==> config.mk <==
export PLATFORM = sky130hd
export DESIGN_NAME = sd_clock_monitor_flat
export DESIGN_NICKNAME = d
export VERILOG_FILES = /design/src/rtl/sd_clock_monitor_if.sv /design/src/rtl/sd_clock_monitor.sv /design/src/flat_wrapper.sv
export SDC_FILE = /design/constraint.sdc
export NUM_CORES = 1
export LEC_CHECK = 0
export ABC_AREA = 1
export CORE_MARGIN = 2
export CORE_UTILIZATION = 25
export CTS_CLUSTER_SIZE = 28
export DETAILED_ROUTE_END_ITERATION = 7
export GPL_TIMING_DRIVEN = 0
export HOLD_SLACK_MARGIN = 0.05
export PLACE_DENSITY_LB_ADDON = 0.3
export SYNTH_ARGS = -nofsm -noshare
export SYNTH_HDL_FRONTEND = slang
export SYNTH_SLANG_ARGS = --single-unit
==> constraint.sdc <==
create_clock -name AXI_CLOCK -period 3.6 [get_ports AXI_CLOCK]
set_clock_uncertainty 0.2 [all_clocks]
set_input_delay 0.36 -clock AXI_CLOCK [delete_from_list [all_inputs] [get_ports AXI_CLOCK]]
set_output_delay 0.36 -clock AXI_CLOCK [all_outputs]
set_load 0.02 [all_outputs]
==> src/rtl/sd_clock_monitor_if.sv <==
// Status/stimulus bundle for the SD clock monitor: the clock under test, its
// divider setting and enable in, measured period and lock/loss flags out.
interface sd_clock_monitor_if #(
  parameter int PERIOD_W = 11
);
  logic                sd_clk;
  logic [7:0]          DIVISOR;
  logic                enable;
  logic [PERIOD_W-1:0] period;
  logic                period_valid;
  logic                clk_stable;
  logic                clk_lost;

  modport master (
    output sd_clk, DIVISOR, enable,
    input  period, period_valid, clk_stable, clk_lost
  );

  modport slave (
    input  sd_clk, DIVISOR, enable,
    output period, period_valid, clk_stable, clk_lost
  );
endinterface

==> src/rtl/sd_clock_monitor.sv <==
// Measures the sd_clk rising-edge period in AXI_CLOCK cycles and flags lock
// against the DIVISOR setting, or loss of clock after a timeout.
module sd_clock_monitor #(
  parameter int SYNC_STAGES = 2,
  parameter int MATCH_COUNT = 4,
  parameter int TOL         = 1,
  parameter int TIMEOUT     = 1024,
  parameter int PERIOD_W    = 11
) (
  input  logic                AXI_CLOCK,
  input  logic                AXI_RST,
  sd_clock_monitor_if.slave   mon
);

  localparam int                  RUN_W   = $clog2(MATCH_COUNT + 1);
  localparam logic [PERIOD_W-1:0] CNT_MAX = PERIOD_W'(TIMEOUT);
  localparam logic [PERIOD_W-1:0] TOL_W   = PERIOD_W'(TOL);
  localparam logic [RUN_W-1:0]    RUN_MAX = RUN_W'(MATCH_COUNT);

  typedef enum logic [2:0] {IDLE, REF, MEAS, LOCK, LOST} state_t;

  state_t              state, state_nxt;
  logic [SYNC_STAGES-1:0] sync_q;
  logic                sync_d;
  logic                rise_det;
  logic [7:0]          div_q;
  logic                div_chg;
  logic [8:0]          exp9;
  logic [PERIOD_W-1:0] expected;
  logic [PERIOD_W-1:0] diff;
  logic                match;
  logic [PERIOD_W-1:0] cnt, cnt_nxt, cnt_inc;
  logic [RUN_W-1:0]    run, run_nxt, run_inc;
  logic [PERIOD_W-1:0] period_q, period_nxt;
  logic                pv_q, pv_nxt;

  always_ff @(posedge AXI_CLOCK or negedge AXI_RST) begin
    if (!AXI_RST) begin
      sync_q <= '0;
      sync_d <= 1'b0;
      div_q  <= '0;
    end else begin
      sync_q <= {sync_q[SYNC_STAGES-2:0], mon.sd_clk};
      sync_d <= sync_q[SYNC_STAGES-1];
      div_q  <= mon.DIVISOR;
    end
  end

  assign rise_det = sync_q[SYNC_STAGES-1] & ~sync_d;
  assign div_chg  = (mon.DIVISOR != div_q);

  // 9-bit expected period intentionally wraps for DIVISOR=255
  assign exp9     = {div_q, 1'b0} + 9'd2;
  assign expected = PERIOD_W'(exp9);
  assign diff     = (cnt >= expected) ? (cnt - expected) : (expected - cnt);
  assign match    = (diff <= TOL_W);

  assign cnt_inc  = (cnt == CNT_MAX) ? cnt : cnt + PERIOD_W'(1);
  assign run_inc  = run + RUN_W'(1);

  always_ff @(posedge AXI_CLOCK or negedge AXI_RST) begin
    if (!AXI_RST) begin
      state    <= IDLE;
      cnt      <= '0;
      run      <= '0;
      period_q <= '0;
      pv_q     <= 1'b0;
    end else begin
      state    <= state_nxt;
      cnt      <= cnt_nxt;
      run      <= run_nxt;
      period_q <= period_nxt;
      pv_q     <= pv_nxt;
    end
  end

  always_comb begin
    state_nxt  = state;
    cnt_nxt    = rise_det ? PERIOD_W'(1) : cnt_inc;
    run_nxt    = run;
    period_nxt = period_q;
    pv_nxt     = 1'b0;

    if (!mon.enable) begin
      state_nxt = IDLE;
      cnt_nxt   = '0;
      run_nxt   = '0;
    end else begin
      unique case (state)
        IDLE: begin
          state_nxt = REF;
          cnt_nxt   = '0;
          run_nxt   = '0;
        end
        REF: begin
          if (rise_det) begin
            state_nxt = MEAS;
            run_nxt   = '0;
          end else if (cnt == CNT_MAX) begin
            state_nxt = LOST;
          end
        end
        MEAS, LOCK: begin
          // A divider change restarts from a fresh reference edge
          if (div_chg) begin
            state_nxt = REF;
            run_nxt   = '0;
            cnt_nxt   = '0;
          end else if (rise_det) begin
            period_nxt = cnt;
            pv_nxt     = 1'b1;
            if (!match) begin
              state_nxt = MEAS;
              run_nxt   = '0;
            end else if (state == MEAS) begin
              run_nxt = run_inc;
              if (run_inc == RUN_MAX) state_nxt = LOCK;
            end
          end else if (cnt == CNT_MAX) begin
            state_nxt = LOST;
            run_nxt   = '0;
          end
        end
        LOST: begin
          if (rise_det) begin
            state_nxt = MEAS;
            run_nxt   = '0;
          end
        end
        default: state_nxt = IDLE;
      endcase
    end
  end

  assign mon.period       = period_q;
  assign mon.period_valid = pv_q;
  assign mon.clk_stable   = (state == LOCK);
  assign mon.clk_lost     = (state == LOST);

endmodule

==> src/flat_wrapper.sv <==
// flat-port wrapper written by rule: the top's interface ports become plain ports
module sd_clock_monitor_flat 
#(
  parameter int SYNC_STAGES = 2,
  parameter int MATCH_COUNT = 4,
  parameter int TOL         = 1,
  parameter int TIMEOUT     = 1024,
  parameter int PERIOD_W    = 11
)
  (AXI_CLOCK, AXI_RST, mon_sd_clk, mon_DIVISOR, mon_enable, mon_period, mon_period_valid, mon_clk_stable, mon_clk_lost);
  sd_clock_monitor_if #(.PERIOD_W(PERIOD_W)) mon_i ();
  input  logic AXI_CLOCK;
  input  logic AXI_RST;
  input wire logic [$bits(mon_i.sd_clk)-1:0] mon_sd_clk;
  input wire logic [$bits(mon_i.DIVISOR)-1:0] mon_DIVISOR;
  input wire logic [$bits(mon_i.enable)-1:0] mon_enable;
  output wire logic [$bits(mon_i.period)-1:0] mon_period;
  output wire logic [$bits(mon_i.period_valid)-1:0] mon_period_valid;
  output wire logic [$bits(mon_i.clk_stable)-1:0] mon_clk_stable;
  output wire logic [$bits(mon_i.clk_lost)-1:0] mon_clk_lost;
  assign mon_i.sd_clk = mon_sd_clk;
  assign mon_i.DIVISOR = mon_DIVISOR;
  assign mon_i.enable = mon_enable;
  assign mon_period = mon_i.period;
  assign mon_period_valid = mon_i.period_valid;
  assign mon_clk_stable = mon_i.clk_stable;
  assign mon_clk_lost = mon_i.clk_lost;
  sd_clock_monitor #(.SYNC_STAGES(SYNC_STAGES), .MATCH_COUNT(MATCH_COUNT), .TOL(TOL), .TIMEOUT(TIMEOUT), .PERIOD_W(PERIOD_W)) u_core (.AXI_CLOCK(AXI_CLOCK), .AXI_RST(AXI_RST), .mon(mon_i));
endmodule
==> summary.md, run 1 <==
| Metric | Value |
|---|---|
| Status | finished, final reports clean |
| CP max stage delay | approximately 0.44 ns |
| Critical path class | flip-flop to flip-flop |
| Clock root cell | clkbuf_16 |
| TritonRoute pass-1 iters | 6 |
| TritonCTS buffer count | 5 |
| Ports | 26 |
| Nets | slightly below 500 |
| Routed WL | about 7300 um |
| ANT nets after route | 0 |
| Die Y | 116 um |
| Unique masters post-synth | 37 |
| Total grt overflow | 0 |
| Yosys warns | 0 |
| Dpl hpwl | between 5000 and 6000 um |
| CTS sink cnt | 40 |
| Commonest non-fill, non-tap cell in the layout | nand2_1 |
| Seq/Total Area, Yosys | 0.320 |
| Worst-Margin Slew | 0.595 ns |
| RSZ-0062 raised after global routing | no |
| P_sw | 0.326 mW |
| Relative slew margins | 0.603 |
| CTS HTree Levels | 2 |
| Startpoint Class | flip-flop |
| Via count | 2695 |
| Critical Path AT | about 3.4 ns |
| PD cells | about 310 nW/um^2 |
| Cells after synthesis | 419 |
| Per-cell routed wire length | between 10 and 15 um |
| Internal Dissipation | just under 0.9 mW |
| Cell chain of the critical path | ha_1 -> nand3_1 -> nand3b_1 -> xor2_1 -> inv_1 -> ha_2 -> nand2_2 -> nor2_4 -> nand3_2 -> nand2_4 -> inv_2 -> nand2_4 -> nand3_2 -> nand2_1 -> nand2_1 -> nor2_4 -> nand3_2 -> nor2_4 -> nor2_4 -> nand3_1 -> nand2_1 |
| Initial core utilization | 0.258 |
| Vias in the first global route | about 2600 |
| Average size of a mapped cell | approximately 7.5 sq um |
| Total Power | about 1.2 mW |
| Met2 wire length | 3540 um |
| First-pass GRT wire length | between 10000 and 15000 um |
| First DRT Iteration DRCs | between 100 and 150 |
| Site row count | 40 |
| Clk pwr share | 0.426 |
| Minimum clock period | roughly 3.4 ns |
| Tot GR Track Use | 0.119 |
| Fin Setup TNS | 0 ns |
| Sequential Power Share | 0.392 |
| CP most frequent cell | nor2_4 |
| Largest fanout on the critical path | 6 |
| Combinational group share of total power | 0.182 |
| CP delay by family, top | simple AND/OR/NAND/NOR gates |
| Post-route non-filler standard cell count | between 600 and 700 |
| CP max stage cell | dfrtp_2 |
| Primary FF master, synth | dfrtp_1 |
| Reg clk slew, reported paths | 0.06 ns |
| Maximum clock path buffer count | 2 |
| Area Overhead vs Synth | 23.4% |
| Die X | between 100 and 150 um |
| Placer Congestion | 0.846 |
| Final setup violation count | 0 |
| CTS tree | done |
| Layout cell share with drive strength beyond 1 | 0.148 |
| Crit end category | flip-flop |
| CP required | roughly 3.6 ns |
| DRC Markers | 0 |
| Initial antenna violation count | 0 |
| Worst hold path class | flip-flop to flip-flop |
| Fin. Hold Viols | 0 |
| Synth Net Count | roughly 460 |
| Synth Cell Area | ~3100 sq um |
| Post-synth EDFFs | 0 |
| DRT met1 WL | around 3400 um |
| Bufs and invs on worst path | 2 |
| Core box area | between 10000 and 15000 sq um |
| Via/cell ratio | ~4.3 |
| Die Area | around 13000 sq um |
| # diodes | 0 |
| Highest-count cells in the layout ignoring fill and taps | nand2_1, inv_1, dfrtp_1 |
| Worst vdd ir | ~240 uV |
| Crit share post-route | 0.940 |
| Highest Signal Layer | met4 |
| Ys async rst share | 1.00 |
| PortBufs | 25 |
| Fin. max-slew vios | 0 |
| Leakage | between 1.5 and 2 nW |
| Largest net degree at the start of global routing | 31 |
| Clock latency at the later pin of the worst-skew pair | roughly 0.29 ns |
| Met3 wire length | between 150 and 200 um |
| Switching Fraction | 0.273 |
| # Max-Cap Violations | 0 |
| Placed insts | ~610 |
| F_max | slightly below 0.3 GHz |
| Yosys reg bits | 40 |
per-stage QoR:
step                      setup WS [ns]  instance area [sq um]  hold WS, ns   util
after detailed placement          0.157                   3600       0.0507  0.298
after global placement            0.163                   3590        0.136  0.296
after CTS                         0.137                   3780        0.152  0.312
after global routing            0.00555                   3860        0.170  0.319
after floorplan                   0.569                   3130       -0.136      -
final                             0.215                   3860        0.150  0.319
layer usage:
metal | global-route usage | vias to the layer above
met5 | 0 | -
met4 | 0.0413 | 0
met3 | 0.0199 | 7
met2 | 0.197 | 42
met1 | 0.157 | 1245
li1 | - | 1401
path summary, 6_finish.rpt:
path | from | end | slack [ns] | depth (start not counted)
worst max-delay path | u_core.div_q[0]$_DFF_PN0_ | u_core.state[0]$_DFFE_PN0P_ | 0.22 | 21
worst min-delay path | u_core.sync_q[0]$_DFF_PN0_ | u_core.sync_q[1]$_DFF_PN0_ | 0.15 | 0
worst max register to register | u_core.div_q[0]$_DFF_PN0_ | u_core.state[0]$_DFFE_PN0P_ | 0.22 | 21
worst min register to register | u_core.sync_q[0]$_DFF_PN0_ | u_core.sync_q[1]$_DFF_PN0_ | 0.15 | 0
min in group asynchronous | AXI_RST | u_core.mon.period[5]$_DFFE_PN0P_ | 0.29 | 2
max in group asynchronous | AXI_RST | u_core.div_q[0]$_DFF_PN0_ | 2.44 | 3
flip-flops by register name (all words and copies together) (netlist names):
register                 count
u_core.mon.period_valid      1
u_core.mon.period           11
u_core.run                   3
u_core.state                 3
u_core.sync_d                1
u_core.div_q                 8
u_core.cnt                  11
u_core.sync_q                2
cells by family (layout without fill, tap and decap cells):
kind of cell | count (synthesis) | count (layout) | synth area share
simple gates | 215 | 215 | 0.344
buf+inv | 72 | 112 | 0.0892
compound gates | 45 | 45 | 0.0816
flops | 40 | 40 | 0.320
fa+ha+maj | 24 | 24 | 0.101
xor+xnor | 23 | 23 | 0.0644
final cells by class:
class,instances,area (sq um)
timing repair buffer,32,313
multi-input combinational,307,1880
buffer,5,31.3
inverter,67,254
clock buffer,5,125
tap,168,210
sequential,40,1000
clock inverter,3,42.5
fill,1336,8250
what timing repair did:
action | 4_1_cts | 5_1_grt
hold buffers | 1 | 0
buffers inserted | 0 | 5
resized for setup | 0 | 11
hold endpoints to repair | 40 | 0
setup endpoints to repair | 0 | 5
power by group through the flow:
stage          clock network, mW  logic, mW  registers, mW
2_1_floorplan                  0      0.150          0.475
3_3_place_gp                   0      0.208          0.476
3_5_place_dp                   0      0.211          0.477
4_1_cts                    0.525      0.213          0.468
5_1_grt                    0.545      0.248          0.470
6_report                   0.509      0.217          0.468
synth_stat cells, types with 5 or more instances:
master / n / share of area
nand2_2: 9 / 0.018
nor3_1: 6 / 0.0096
nor2_2: 6 / 0.012
xnor2_1: 7 / 0.020
inv_2: 5 / 0.0060
nand3_1: 27 / 0.043
nor2_1: 32 / 0.038
nand2_1: 103 / 0.12
ha_1: 22 / 0.088
a21oi_1: 16 / 0.026
inv_1: 60 / 0.072
nand4_1: 6 / 0.012
nand3_2: 6 / 0.019
xor2_1: 16 / 0.045
o21ai_0: 17 / 0.027
dfrtp_1: 40 / 0.32
Note: power is estimated with default switching activity, not from simulation.
==> run 2, diff against run 1 <==
==> constraint.sdc (replaced) <==
create_clock -name AXI_CLOCK -period 4.14 [get_ports AXI_CLOCK]
set_clock_uncertainty 0.2 [all_clocks]
set_input_delay 0.414 -clock AXI_CLOCK [delete_from_list [all_inputs] [get_ports AXI_CLOCK]]
set_output_delay 0.414 -clock AXI_CLOCK [all_outputs]
set_load 0.02 [all_outputs]
==> summary.md, run 2 (synthesis results as in run 1) <==
| Metric | Value |
|---|---|
| Tot GR Track Use | 0.119 (unchanged) |
| # Max-Cap Violations | 0 (unchanged) |
| Register area | 1000 sq um (about the same) |
| First DRT Iteration DRCs | 101 (was 143) |
| Site row count | 40 (unchanged) |
| Relative slew margins | 0.601 (was 0.603) |
| Worst hold start | u_core.sync_q[0]$_DFF_PN0_ (unchanged) |
| Largest net degree at the start of global routing | 31 (unchanged) |
| Dpl hpwl | 5920 um (unchanged) |
| PortBufs | 25 (unchanged) |
| Commonest non-fill, non-tap cell in the layout | nand2_1 (unchanged) |
| Worst hold stages | 0 (unchanged) |
| Vias in the first global route | 2617 (unchanged) |
| Initial antenna violation count | 0 (unchanged) |
| Die X | 116 um (unchanged) |
| Total Power | 1.03 mW (was 1.19 mW) |
| Clk pwr share | 0.429 (was 0.426) |
| CTS HTree Levels | 2 (unchanged) |
| TritonCTS buffer count | 5 (unchanged) |
| Routed WL | 7250 um (was 7290 um) |
| Critical Path AT | 3.43 ns (was 3.36 ns) |
| # diodes | 0 (unchanged) |
| Placer Congestion | 0.846 (unchanged) |
| CTS sink cnt | 40 (unchanged) |
| Post-CTS Setup Inserts | 0 (unchanged) |
| Crit end category | flip-flop (unchanged) |
| Ports | 26 (unchanged) |
| Via count | 2667 (was 2695) |
| Post-CTS sizing | 0 (unchanged) |
| Startpoint Class | flip-flop (unchanged) |
| Die Area | 13400 sq um (unchanged) |
| Reg2reg start | u_core.div_q[0]$_DFF_PN0_ (unchanged) |
| PD cells | 273 nW/um^2 (was 310 nW/um^2) |
| Largest fanout on the critical path | 9 (was 6) |
| Leakage | 1.82 nW (was 1.85 nW) |
| DRC Markers | 0 (unchanged) |
| Fin Setup TNS | 0 ns (unchanged) |
| Combinational group share of total power | 0.177 (was 0.182) |
| Switching Fraction | 0.274 (was 0.273) |
| Area Overhead vs Synth | 20.9% (was 23.4%) |
| Area of the multi-input gates | 1850 sq um (was 1880 sq um) |
| Critical path class | flip-flop to flip-flop (unchanged) |
| Per-cell routed wire length | 11.7 um (was 11.6 um) |
| Reg clk slew, reported paths | 0.06 ns (about the same) |
| FF-to-FF path depth | 22 (was 21) |
| Fin Hold WS | 0.150 ns (about the same) |
| Fin. Hold Viols | 0 (unchanged) |
| Status | finished, final reports clean (unchanged) |
| Sequential Power Share | 0.394 (was 0.392) |
| Fin. max-slew vios | 0 (unchanged) |
| Worst vdd ir | 211 uV (was 243 uV) |
| Worst hold path class | flip-flop to flip-flop (unchanged) |
| Layout cell share with drive strength beyond 1 | 0.128 (was 0.148) |
| Number of fill cells | 1341 (was 1336) |
| Core box area | 12100 sq um (unchanged) |
| Highest-count cells in the layout ignoring fill and taps | nand2_1, inv_1, dfrtp_1 (unchanged) |
| CP required | 4.12 ns (was 3.58 ns) |
| Worst-Margin Slew | 0.598 ns (was 0.595 ns) |
| First-pass GRT wire length | 12500 um (unchanged) |
| Nets | 489 (was 494) |
| Clock latency at the later pin of the worst-skew pair | 0.29 ns (about the same) |
| Initial core utilization | 0.258 (unchanged) |
| F_max | 0.290 GHz (was 0.295 GHz) |
| RSZ-0062 raised after global routing | no (unchanged) |
| Worst setup startpoint | u_core.div_q[0]$_DFF_PN0_ (unchanged) |
| CTS tree | done (unchanged) |
| ANT nets after route | 0 (unchanged) |
| Internal Dissipation | 0.751 mW (was 0.868 mW) |
| Die Y | 116 um (unchanged) |
| Total grt overflow | 0 (unchanged) |
| Final setup violation count | 0 (unchanged) |
| Maximum clock path buffer count | 2 (unchanged) |
| TritonRoute pass-1 iters | 6 (unchanged) |
| Via/cell ratio | 4.29 (was 4.30) |
| Minimum clock period | 3.45 ns (was 3.38 ns) |
| Clock root cell | clkbuf_16 (unchanged) |
| P_sw | 0.283 mW (was 0.326 mW) |
| Crit share post-route | 0.833 (was 0.940) |
==> run 2: cell count changes in the layout (fill, tap and decap cells not counted), sizes merged <==
cell / change
buf: -5
==> run 2: final cells by class <==
| cell class | instances | area share |
|---|---|---|
| plain buffers | 5 | 0.00662 |
| clock inverters | 3 | 0.0113 |
| inverters | 67 | 0.0672 |
| multi-input cells | 307 | 0.489 |
| well taps | 168 | 0.0556 |
| clock buffers | 5 | 0.0331 |
| repair buffers | 27 | 0.0728 |
| flip-flops and latches | 40 | 0.265 |
==> run 2: layer usage <==
| layer | GRT usage | share of wire | up-vias | wire length (um) |
|---|---|---|---|---|
| met5 | 0 | 0 | - | 0 |
| li1 | - | - | 1391 | - |
| met2 | 0.197 | 0.48 | 32 | 3500 |
| met3 | 0.0199 | 0.021 | 7 | 154 |
| met1 | 0.157 | 0.48 | 1237 | 3470 |
| met4 | 0.0413 | 0.017 | 0 | 125 |
==> run 2: what timing repair did <==
| action | in CTS | in global routing |
|---|---|---|
| endpoints found under the setup margin | 0 | 0 |
| hold buffers | 1 | 0 |
| endpoints found under the hold margin | 10 | 0 |
==> run 2: final timing paths <==
check / slack (ns) / endpoint
worst max-delay path: 0.69 / u_core.state[0]$_DFFE_PN0P_
worst min-delay path: 0.15 / u_core.sync_q[1]$_DFF_PN0_
worst max register to register: 0.69 / u_core.state[0]$_DFFE_PN0P_
worst min register to register: 0.15 / u_core.sync_q[1]$_DFF_PN0_
max in group asynchronous: 2.94 / u_core.mon.period[0]$_DFFE_PN0P_
min in group asynchronous: 0.34 / u_core.mon.period[5]$_DFFE_PN0P_
==> run 2: power by group through the flow <==
stage	clock network, mW	registers [mW]	logic (mW)
final	0.443	0.407	0.183
after global routing	0.474	0.409	0.209
after CTS	0.457	0.407	0.185
after detailed placement	0	0.414	0.184
after global placement	0	0.414	0.181
after floorplan	0	0.413	0.131
==> run 2: metrics by stage <==
step / utilization / area [sq um] / setup WS (ns) / std cells
detailed placement: 0.298 / 3600 / 0.697 / 613
global route: 0.312 / 3780 / 0.321 / 622
finish: 0.312 / 3780 / 0.692 / 622
floorplan: - / 3130 / 1.11 / 419
global placement: 0.296 / 3590 / 0.703 / 612
CTS: 0.312 / 3780 / 0.677 / 622
==> run 2: worst max-delay path, cell delays in order, from the launching register on <==
cell and delay [ns]:
dfrtp_1 0.43, nand3_1 0.13, nand3b_1 0.21, nand3b_1 0.19
xor2_1 0.24, inv_1 0.08, ha_1 0.27, buf_2 0.19
nand2_1 0.14, nor2_2 0.16, nand3_1 0.13, nand3_1 0.10
nand2_1 0.05, nand3_1 0.09, nand2_1 0.05, nand2_1 0.10
nor2_4 0.06, nand3_4 0.10, nand2_2 0.05, nor2_2 0.18
clkinv_2 0.08, nand2_1 0.06, nand2_1 0.05
==> run 3, diff against run 2 <==
==> constraint.sdc (replaced) <==
create_clock -name AXI_CLOCK -period 3.2 [get_ports AXI_CLOCK]
set_clock_uncertainty 0.2 [all_clocks]
set_input_delay 0.32 -clock AXI_CLOCK [delete_from_list [all_inputs] [get_ports AXI_CLOCK]]
set_output_delay 0.32 -clock AXI_CLOCK [all_outputs]
set_load 0.02 [all_outputs]
==> summary.md, run 3 (synthesis results as in run 1) <==
| Metric | Value |
|---|---|
| P_sw | 0.380 mW (was 0.283 mW) |
| CP delay by family, top | simple AND/OR/NAND/NOR gates (unchanged) |
| Die X | 116 um (unchanged) |
| Status | finished, final reports clean (unchanged) |
| Tot GR Track Use | 0.121 (was 0.119) |
| Crit share post-route | 0.991 (was 0.833) |
| Worst hold path class | flip-flop to flip-flop (unchanged) |
| # Max-Cap Violations | 0 (unchanged) |
| TritonRoute pass-1 iters | 4 (was 6) |
| Core box area | 12100 sq um (unchanged) |
| Fin Hold WS | 0.150 ns (about the same) |
| Cell chain of the critical path | ha_2 -> nand3_2 -> nand3b_1 -> xor2_1 -> inv_1 -> ha_4 -> nand2_4 -> inv_2 -> a21oi_4 -> nand3_4 -> nor2_4 -> nand3_1 -> nand2_1 -> nand2_2 -> nor2_4 -> nand3_4 -> nor2_4 -> nor2_4 -> nand3_2 -> nand2_1 (was nand3_1 -> nand3b_1 -> nand3b_1 -> xor2_1 -> inv_1 -> ha_1 -> buf_2 -> nand2_1 -> nor2_2 -> nand3_1 -> nand3_1 -> nand2_1 -> nand3_1 -> nand2_1 -> nand2_1 -> nor2_4 -> nand3_4 -> nand2_2 -> nor2_2 -> clkinv_2 -> nand2_1 -> nand2_1) |
| Worst vdd ir | 274 uV (was 211 uV) |
| CP max stage delay | 0.39 ns (was 0.43 ns) |
| Area of placed instances | 3600 sq um (unchanged) |
| Initial core utilization | 0.258 (unchanged) |
| CP required | 3.18 ns (was 4.12 ns) |
| Highest-count cells in the layout ignoring fill and taps | nand2_1, inv_1, dfrtp_1 (unchanged) |
| Commonest non-fill, non-tap cell in the layout | nand2_1 (unchanged) |
| Relative slew margins | 0.598 (was 0.601) |
| Critical path class | flip-flop to flip-flop (unchanged) |
| Area of the multi-input gates | 2020 sq um (was 1850 sq um) |
| Startpoint Class | flip-flop (unchanged) |
| ANT nets after route | 0 (unchanged) |
| Ports | 26 (unchanged) |
| Reg clk slew, reported paths | 0.06 ns (about the same) |
| Largest fanout on the critical path | 4 (was 9) |
| Switching Fraction | 0.277 (was 0.274) |
| Number of fill cells | 1331 (was 1341) |
| Combinational group share of total power | 0.197 (was 0.177) |
| Clock root cell | clkbuf_16 (unchanged) |
| F_max | 0.315 GHz (was 0.290 GHz) |
| Total Power | 1.37 mW (was 1.03 mW) |
| Area Overhead vs Synth | 29.5% (was 20.9%) |
| Per-cell routed wire length | 11.9 um (was 11.7 um) |
| Vias in the first global route | 2699 (was 2617) |
| CTS tree | done (unchanged) |
| Fin. Hold Viols | 0 (unchanged) |
| Register area | 1000 sq um (unchanged) |
| Largest net degree at the start of global routing | 31 (unchanged) |
| First-pass GRT wire length | 12800 um (was 12500 um) |
| PortBufs | 25 (unchanged) |
| Dpl hpwl | 5920 um (unchanged) |
| Site row count | 40 (unchanged) |
| Setup ws final | 0.0289 ns (was 0.692 ns) |
| CTS sink cnt | 40 (unchanged) |
| Minimum clock period | 3.17 ns (was 3.45 ns) |
| Die Y | 116 um (unchanged) |
| PD cells | 338 nW/um^2 (was 273 nW/um^2) |
| Fin. max-slew vios | 0 (unchanged) |
| Leakage | 1.90 nW (was 1.82 nW) |
| Final instance area | 4050 sq um (was 3780 sq um) |
| Sequential Power Share | 0.384 (was 0.394) |
| # diodes | 0 (unchanged) |
| Via count | 2728 (was 2667) |
| Total grt overflow | 0 (unchanged) |
| Final setup violation count | 0 (unchanged) |
| Via/cell ratio | 4.30 (was 4.29) |
| Critical Path AT | 3.15 ns (was 3.43 ns) |
| Pre-CTS setup slack | -0.243 ns (was 0.697 ns) |
| RSZ-0062 raised after global routing | yes (was no) |
| Bufs and invs on worst path | 2 (was 3) |
| Core Util, Final | 0.334 (was 0.312) |
| Clk pwr share | 0.419 (was 0.429) |
| Clock latency at the later pin of the worst-skew pair | 0.29 ns (about the same) |
| Maximum clock path buffer count | 2 (unchanged) |
| DRC Markers | 0 (unchanged) |
| Routed WL | 7510 um (was 7250 um) |
| CTS HTree Levels | 2 (unchanged) |
| Die Area | 13400 sq um (unchanged) |
| First DRT Iteration DRCs | 123 (was 101) |
| Worst-Margin Slew | 0.603 ns (was 0.598 ns) |
| Crit end category | flip-flop (unchanged) |
| Placer Congestion | 0.846 (unchanged) |
| Initial antenna violation count | 0 (unchanged) |
| CP most frequent cell | nor2_4 (was nand2_1) |
| Nets | 501 (was 489) |
| CP max stage cell | dfrtp_1 (unchanged) |
| Layout cell share with drive strength beyond 1 | 0.197 (was 0.128) |
| Internal Dissipation | 0.990 mW (was 0.751 mW) |
| TritonCTS buffer count | 5 (unchanged) |
run 3: changes by cell type in the layout (fill, tap and decap cells not counted), sizes merged:
cell,previous run,this run
buf,5,16
clkbuf,7,8
run 3: final timing paths:
| check | slack, ns | cells after the start | end | startpoint |
|---|---|---|---|---|
| setup / recovery | 0.03 | 20 | u_core.state[0]$_DFFE_PN0P_ | u_core.div_q[0]$_DFF_PN0_ |
| setup reg to reg | 0.03 | 20 | u_core.state[0]$_DFFE_PN0P_ | u_core.div_q[0]$_DFF_PN0_ |
| max in group asynchronous | 2.10 | 3 | u_core.mon.period[0]$_DFFE_PN0P_ | AXI_RST |
| hold / removal | 0.15 | 0 | u_core.sync_q[1]$_DFF_PN0_ | u_core.sync_q[0]$_DFF_PN0_ |
| min in group asynchronous | 0.24 | 2 | u_core.mon.period[5]$_DFFE_PN0P_ | AXI_RST |
| hold reg to reg | 0.15 | 0 | u_core.sync_q[1]$_DFF_PN0_ | u_core.sync_q[0]$_DFF_PN0_ |
run 3: metal layers:
metal  up-vias  GRT usage  share of wire
met5         -          0              0
met4         0     0.0413          0.017
met3         7     0.0199          0.026
met2        43      0.207           0.49
met1      1262      0.156           0.47
li1       1416          -              -
run 3: cell type report:
class,count,share of cell area
tap,168,0.0519
sequential,40,0.247
multi-input combinational,307,0.499
clock buffer,5,0.0309
timing repair buffer,40,0.0921
clock inverter,3,0.0105
inverter,67,0.0627
buffer,4,0.00556
run 3: timing repair:
item                       4_1_cts  5_1_grt
pin swaps                       19       14
setup endpoints to repair        5        5
buffers inserted                12        1
gates resized for setup         20       18
hold buffers                     1        0
hold endpoints to repair        40        0
cloned                           0        0
run 3: worst reg2reg max path: cells and delay by family, from the launching register on:
family                   cells  cell delay [ns]
adder cells (fa/ha/maj)      2             0.45
AO/OA/AOI/OAI                1             0.19
flip-flops                   1             0.39
AND/OR/NAND/NOR             14             1.48
XOR/XNOR                     1             0.20
buffers and inverters        2             0.15
run 3: per-stage QoR:
stage	instances	TNS (ns)
final	634	0
after global routing	634	-0.736
after CTS	633	-0.0712
after detailed placement	613	-1.02
after global placement	612	-0.955
after floorplan	419	0
run 3: power groups by stage:
stage               clock (mW)  combinational (mW)  sequential (mW)
finish                   0.574               0.270            0.527
global route             0.613               0.305            0.528
CTS                      0.591               0.261            0.526
detailed placement           0               0.238            0.536
global placement             0               0.234            0.536
floorplan                    0               0.169            0.534
